**src/rtl/note_recorder_if.sv**
```systemverilog
// note_recorder_if: signal bundle between note_recorder and its controller
// master: drives start/abort/beat_clk/buttons, reads patterns and status
// slave:  the recorder itself
interface note_recorder_if;
  logic start, abort, beat_clk, button_1, button_2;
  logic [31:0] notes1, notes2;
  logic [7:0] count_1, count_2;
  logic [4:0] beat_idx;
  logic recording, done, notes_valid;
  modport master (
    output start, abort, beat_clk, button_1, button_2,
    input  notes1, notes2, count_1, count_2, beat_idx, recording, done, notes_valid
  );
  modport slave (
    input  start, abort, beat_clk, button_1, button_2,
    output notes1, notes2, count_1, count_2, beat_idx, recording, done, notes_valid
  );
endinterface

```
**src/rtl/note_recorder.sv**
```systemverilog
// note_recorder: two-lane, 32-beat button pattern recorder with BCD note counts
// Ports: clk; n_rst async active-low reset; bus (slave) carries
//   in:  start, abort, beat_clk, button_1, button_2
//   out: notes1/notes2 (bit 31 = first beat), count_1/count_2 (BCD),
//        beat_idx, recording, done, notes_valid
module note_recorder (
  input logic clk,
  input logic n_rst,
  note_recorder_if.slave bus
);
  typedef enum logic [1:0] {IDLE, ARMED, RECORD, DONE} state_t;
  state_t state_q, state_d;
  logic [1:0] sync1_q, sync2_q, hist_q, press_q, warm_q;
  logic [1:0] pend_q, pend_d;
  logic [31:0] notes1_q, notes1_d, notes2_q, notes2_d;
  logic [7:0] cnt1_q, cnt1_d, cnt2_q, cnt2_d;
  logic [4:0] idx_q, idx_d;
  logic valid_q, valid_d;
  logic last_beat;

  function automatic logic [7:0] bcd_inc(input logic [7:0] c);
    return (c[3:0] == 4'd9) ? {c[7:4] + 4'd1, 4'd0} : c + 8'd1;
  endfunction

  // Edge history is pinned high until the synchronizer holds a real sample,
  // so a button held through reset release never reads as a fresh press.
  always_ff @(posedge clk or negedge n_rst)
    if (!n_rst) begin
      sync1_q <= '0;
      sync2_q <= '0;
      warm_q <= '0;
      hist_q <= '1;
      press_q <= '0;
    end else begin
      sync1_q <= {bus.button_2, bus.button_1};
      sync2_q <= sync1_q;
      warm_q <= {warm_q[0], 1'b1};
      hist_q <= warm_q[1] ? sync2_q : 2'b11;
      press_q <= sync2_q & ~hist_q;
    end

  assign last_beat = idx_q == 5'd31;

  always_comb begin
    state_d = state_q;
    notes1_d = notes1_q;
    notes2_d = notes2_q;
    cnt1_d = cnt1_q;
    cnt2_d = cnt2_q;
    idx_d = idx_q;
    pend_d = pend_q;
    valid_d = valid_q;
    if (bus.abort) begin
      valid_d = 1'b0;
      if (state_q == ARMED || state_q == RECORD) begin
        state_d = IDLE;
        notes1_d = '0;
        notes2_d = '0;
        cnt1_d = '0;
        cnt2_d = '0;
        idx_d = '0;
        pend_d = '0;
      end
    end else begin
      case (state_q)
        IDLE:
          if (bus.start) begin
            state_d = ARMED;
            notes1_d = '0;
            notes2_d = '0;
            cnt1_d = '0;
            cnt2_d = '0;
            valid_d = 1'b0;
          end
        ARMED:
          if (bus.beat_clk) begin
            state_d = RECORD;
            idx_d = '0;
          end
        RECORD:
          if (bus.beat_clk) begin
            notes1_d[5'd31 - idx_q] = pend_q[0];
            notes2_d[5'd31 - idx_q] = pend_q[1];
            cnt1_d = pend_q[0] ? bcd_inc(cnt1_q) : cnt1_q;
            cnt2_d = pend_q[1] ? bcd_inc(cnt2_q) : cnt2_q;
            // a press on the boundary opens the next window; after the last beat there is none
            pend_d = last_beat ? 2'b00 : press_q;
            idx_d = last_beat ? 5'd0 : idx_q + 5'd1;
            state_d = last_beat ? DONE : RECORD;
            valid_d = last_beat;
          end else begin
            pend_d = pend_q | press_q;
          end
        DONE: state_d = IDLE;
        default: state_d = IDLE;
      endcase
    end
  end

  always_ff @(posedge clk or negedge n_rst)
    if (!n_rst) begin
      state_q <= IDLE;
      notes1_q <= '0;
      notes2_q <= '0;
      cnt1_q <= '0;
      cnt2_q <= '0;
      idx_q <= '0;
      pend_q <= '0;
      valid_q <= 1'b0;
    end else begin
      state_q <= state_d;
      notes1_q <= notes1_d;
      notes2_q <= notes2_d;
      cnt1_q <= cnt1_d;
      cnt2_q <= cnt2_d;
      idx_q <= idx_d;
      pend_q <= pend_d;
      valid_q <= valid_d;
    end

  assign bus.notes1 = notes1_q;
  assign bus.notes2 = notes2_q;
  assign bus.count_1 = cnt1_q;
  assign bus.count_2 = cnt2_q;
  assign bus.beat_idx = idx_q;
  assign bus.recording = state_q == ARMED || state_q == RECORD;
  assign bus.done = state_q == DONE;
  assign bus.notes_valid = valid_q;
endmodule

```
**src/flat_wrapper.sv**
```systemverilog
// flat-port wrapper written by rule: the top's interface ports become plain ports
module note_recorder_flat 
  (clk, n_rst, bus_start, bus_abort, bus_beat_clk, bus_button_1, bus_button_2, bus_notes1, bus_notes2, bus_count_1, bus_count_2, bus_beat_idx, bus_recording, bus_done, bus_notes_valid);
  note_recorder_if bus_i ();
  input logic clk;
  input logic n_rst;
  input wire logic [$bits(bus_i.start)-1:0] bus_start;
  input wire logic [$bits(bus_i.abort)-1:0] bus_abort;
  input wire logic [$bits(bus_i.beat_clk)-1:0] bus_beat_clk;
  input wire logic [$bits(bus_i.button_1)-1:0] bus_button_1;
  input wire logic [$bits(bus_i.button_2)-1:0] bus_button_2;
  output wire logic [$bits(bus_i.notes1)-1:0] bus_notes1;
  output wire logic [$bits(bus_i.notes2)-1:0] bus_notes2;
  output wire logic [$bits(bus_i.count_1)-1:0] bus_count_1;
  output wire logic [$bits(bus_i.count_2)-1:0] bus_count_2;
  output wire logic [$bits(bus_i.beat_idx)-1:0] bus_beat_idx;
  output wire logic [$bits(bus_i.recording)-1:0] bus_recording;
  output wire logic [$bits(bus_i.done)-1:0] bus_done;
  output wire logic [$bits(bus_i.notes_valid)-1:0] bus_notes_valid;
  assign bus_i.start = bus_start;
  assign bus_i.abort = bus_abort;
  assign bus_i.beat_clk = bus_beat_clk;
  assign bus_i.button_1 = bus_button_1;
  assign bus_i.button_2 = bus_button_2;
  assign bus_notes1 = bus_i.notes1;
  assign bus_notes2 = bus_i.notes2;
  assign bus_count_1 = bus_i.count_1;
  assign bus_count_2 = bus_i.count_2;
  assign bus_beat_idx = bus_i.beat_idx;
  assign bus_recording = bus_i.recording;
  assign bus_done = bus_i.done;
  assign bus_notes_valid = bus_i.notes_valid;
  note_recorder u_core (.clk(clk), .n_rst(n_rst), .bus(bus_i));
endmodule
```
**config.mk**
```make
export PLATFORM = sky130hd
export DESIGN_NAME = note_recorder_flat
export DESIGN_NICKNAME = d
export VERILOG_FILES = /design/src/rtl/note_recorder_if.sv /design/src/rtl/note_recorder.sv /design/src/flat_wrapper.sv
export SDC_FILE = /design/constraint.sdc
export NUM_CORES = 1
export LEC_CHECK = 0
export BUFFER_PORTS_ARGS = -buffer_cell sky130_fd_sc_hd__buf_2
export CORE_ASPECT_RATIO = 1.1
export CORE_MARGIN = 3
export CORE_UTILIZATION = 60
export DETAILED_ROUTE_END_ITERATION = 8
export GPL_TIMING_DRIVEN = 1
export PLACE_DENSITY = 0.88
export SYNTH_ARGS = -nofsm -noshare
export SYNTH_HDL_FRONTEND = slang
export SYNTH_SLANG_ARGS = --single-unit
```
**constraint.sdc**
```tcl
create_clock -name clk -period 5.1 [get_ports clk]
set_input_delay 0.255 -clock clk [delete_from_list [all_inputs] [get_ports clk]]
set_output_delay 0.255 -clock clk [all_outputs]
set_load 0.02 [all_outputs]
```
==> impl_results.rst <==
.. list-table::
   :header-rows: 1

   * - Metric
     - Value
   * - Die height
     - 101 um
   * - CTS Sinks
     - 100
   * - Clock period minus worst slack
     - 2.88 ns
   * - Vias
     - 3748
   * - Number of slew-limit violations in the final report
     - 0
   * - # resized after CTS
     - 0
   * - Min-delay worst type
     - input port to flip-flop
   * - Total number of yosys warnings
     - 0
   * - WS Path Type
     - flip-flop to flip-flop
   * - Most numerous cell in the Yosys netlist
     - dfrtp_1
   * - Post-synth top cells
     - dfrtp_1 (98), a22o_1 (64), nor2_1 (30), o21ai_2 (30), nand2_1 (24)
   * - Number of buffers created by CTS
     - 9
   * - Dpl ws
     - 2.19 ns
   * - Wire length of the first global-routing pass
     - 17900 um
   * - Synth Register Bits
     - 100
   * - Clock tree from TritonCTS
     - built
   * - Number of distinct library cells after synthesis
     - 49
   * - HPWL reported at the end of detailed placement
     - 7420 um
   * - Period utilization
     - 0.564
   * - Standard-cell row count
     - 34
   * - Status
     - complete, no violations
   * - Maximum fanout along the worst path
     - 54
   * - Total wirelength of the detailed-routed design
     - 10700 um
   * - Layout-stage area growth over the synthesis result
     - 12.6%
   * - Worst setup skew after layout
     - 0.0210 ns
   * - Largest net degree at the start of global routing
     - 74
   * - Leakage
     - 2.78 nW
   * - Count of inserted antenna diode cells
     - 0
   * - Worst-margin pin slew
     - 0.881 ns
   * - Post-synth top area cell
     - dfrtp_1
   * - Post-detailed-route via-to-cell ratio
     - 6.00
   * - Register area share after synthesis
     - 0.507
   * - Drt pass-1 iters
     - 5
   * - Clk pin slew, worst setup/hold paths
     - 0.10 ns
   * - Met3 Resource Use GR
     - 0.0520
   * - Sum of internal, switching and leakage power
     - 2.03 mW
   * - Gate count after technology mapping
     - 427
   * - Initial antenna violation count
     - 0
   * - Worst setup slack after layout
     - 2.22 ns
   * - Global routing met1 resource utilization
     - 0.345
   * - Async SR Flop Fraction
     - 1.00
   * - Mapped cell area
     - 0.00494 mm2
   * - Layout cell share with drive strength beyond 1
     - 0.309
   * - Category of the worst setup path launch point
     - flip-flop
   * - Worst path arrival time
     - 3.18 ns
   * - Final TNS setup
     - 0 ns
   * - H-tree depth reported by CTS
     - 3
   * - Final antenna-violating net count
     - 0
   * - CP cell instances
     - inv_1, ha_1, nand2b_4, o221ai_4, nor2_4, a22o_1
   * - Number of nets in the finished design
     - 536
   * - Maximum capacitance violations
     - 0
   * - FMAX
     - 347 MHz
   * - Layer with the highest usage
     - met2
   * - Die ar.
     - 0.00936 mm2
   * - Post-synth EDFFs
     - 0
   * - Die X-Extent
     - 92.5 um
   * - Mean Syn Cell Area
     - 11.6 um2
   * - Area fraction of the dominant cell type after synthesis
     - 0.496
   * - Syn_nets
     - 451
   * - Slowest stage delay, CP
     - 0.70 ns
   * - Critical-path top delay cell
     - nor2_4
   * - Top cells by area, synth
     - dfrtp_1 (50%), a22o_1 (11%), o21ai_2 (5.3%)
   * - Routed WL per cell
     - 17.1 um
   * - Routability congestion estimate
     - 0.862
   * - Worst IR Drop VDD
     - 0.359 mV
   * - WP data required
     - 5.41 ns
   * - Primary FF master, synth
     - dfrtp_1
   * - Setup violators final
     - 0
   * - CP Capture Type
     - flip-flop
   * - First DRT Iteration DRCs
     - 251
   * - Number of global-route vias before repair
     - 3585
   * - Total congestion overflow
     - 0
   * - Max-slew headroom at the worst pin
     - 0.412
   * - Clock Latency Late Sink
     - 0.38 ns
   * - Gr usage total
     - 0.240
   * - Post-route DRC violation count
     - 0
   * - Port buffer count
     - 94
   * - Maximum root-to-sink buffer count
     - 2
   * - Initial standard-cell utilization of the core
     - 0.621
   * - Unrepaired setup endpoints after global routing
     - no
   * - Areal power density over the cells
     - 364 mW/mm2
   * - Placeable core region
     - 0.00796 mm2
   * - Clk Tree Root Cell
     - clkbuf_8
   * - Fraction of met2 tracks used by global routing
     - 0.365
   * - Final Hold Fails
     - 0
   * - Number of top-level pins
     - 95
[cells in the final DEF, fill, tap and decap left out, types with 3 or more instances in the layout]
master	instances
o21ai_2	30
o31ai_1	4
nand2_1	24
ha_1	17
dlygate4sd3_1	3
buf_2	93
nand3_1	6
nor2b_1	7
and3_1	4
a22o_1	64
nor3_1	12
o22ai_1	4
clkbuf_8	9
and2_1	6
nand2b_1	12
o21ai_0	22
or3_1	6
a21boi_1	6
dfrtp_1	98
nor2_1	30
inv_1	10
[power by group]
group,internal [mW],switching [mW]
combinational,0.226,0.447
sequential,0.826,0.0328
clock,0.190,0.304
[kinds of logic after synthesis]
kind of cell	count (synthesis)	synth area share
AOI/OAI and AO/OA	152	0.263
adders and majority gates	17	0.0430
buffers and inverters	34	0.0514
DFF	100	0.507
muxes	5	0.0116
other	1	0.000759
and+or+nand+nor	118	0.123
[worst max-delay path, delay by kind of cell (launching register included)]
| family | cells | cell delay [ns] |
|---|---|---|
| AOI/OAI and AO/OA | 2 | 0.63 |
| adders and majority gates | 1 | 0.28 |
| buffers and inverters | 1 | 0.11 |
| DFF | 1 | 0.41 |
| and+or+nand+nor | 2 | 1.36 |
[path summary, 6_finish.rpt]
kind | cells past startpoint | slack, ns | end | from
worst min register to register | 0 | 0.36 | u_core.sync2_q[0]$_DFF_PN0_ | u_core.sync1_q[0]$_DFF_PN0_
worst min-delay path | 3 | 0.21 | u_core.bus.notes_valid$_DFFE_PN0P_ | bus_beat_clk
min in group asynchronous | 2 | 0.34 | u_core.bus.notes1[3]$_DFFE_PN0P_ | n_rst
worst max-delay path | 6 | 2.22 | u_core.bus.notes1[24]$_DFFE_PN0P_ | u_core.state_q[0]$_DFFE_PN0P_
max in group asynchronous | 3 | 3.56 | u_core.sync2_q[1]$_DFF_PN0_ | n_rst
worst max register to register | 6 | 2.22 | u_core.bus.notes1[24]$_DFFE_PN0P_ | u_core.state_q[0]$_DFFE_PN0P_
[area by class of cell]
class,instances,area (um2)
Clock buffer,9,124
Multi-Input combinational cell,293,2180
Inverter,10,37.5
Timing Repair Buffer,98,510
Clock inverter,7,71.3
Fill cell,590,2390
Tap cell,108,135
Sequential cell,100,2500
[routing by layer]
metal  wire [um]  share of wire
met4         187          0.018
met1        4860           0.46
met2        4920           0.46
met5           0              0
met3         699          0.066
[state kept, by name (all words and copies together) (netlist names), 5 cells and up]
name / count
u_core.bus.beat_idx: 5
u_core.bus.count_1: 8
u_core.bus.count_2: 8
u_core.bus.notes1: 32
u_core.bus.notes2: 32
[repair_timing]
item                      in CTS  in global routing
hold endpoints to repair      29                  0
hold buffers                   3                  0
buffers inserted               0                  0
[per-stage QoR]
step                instance area (um2)   util  hold WS, ns  instances
CTS                                5570  0.700        0.218        625
finish                             5570  0.700        0.214        625
global placement                   5340  0.671        0.190        606
global route                       5570  0.700        0.239        625
floorplan                          4940      -      -0.0406        427
detailed placement                 5340  0.671        0.197        606
No activity file was read; power rests on OpenSTA's default activity.
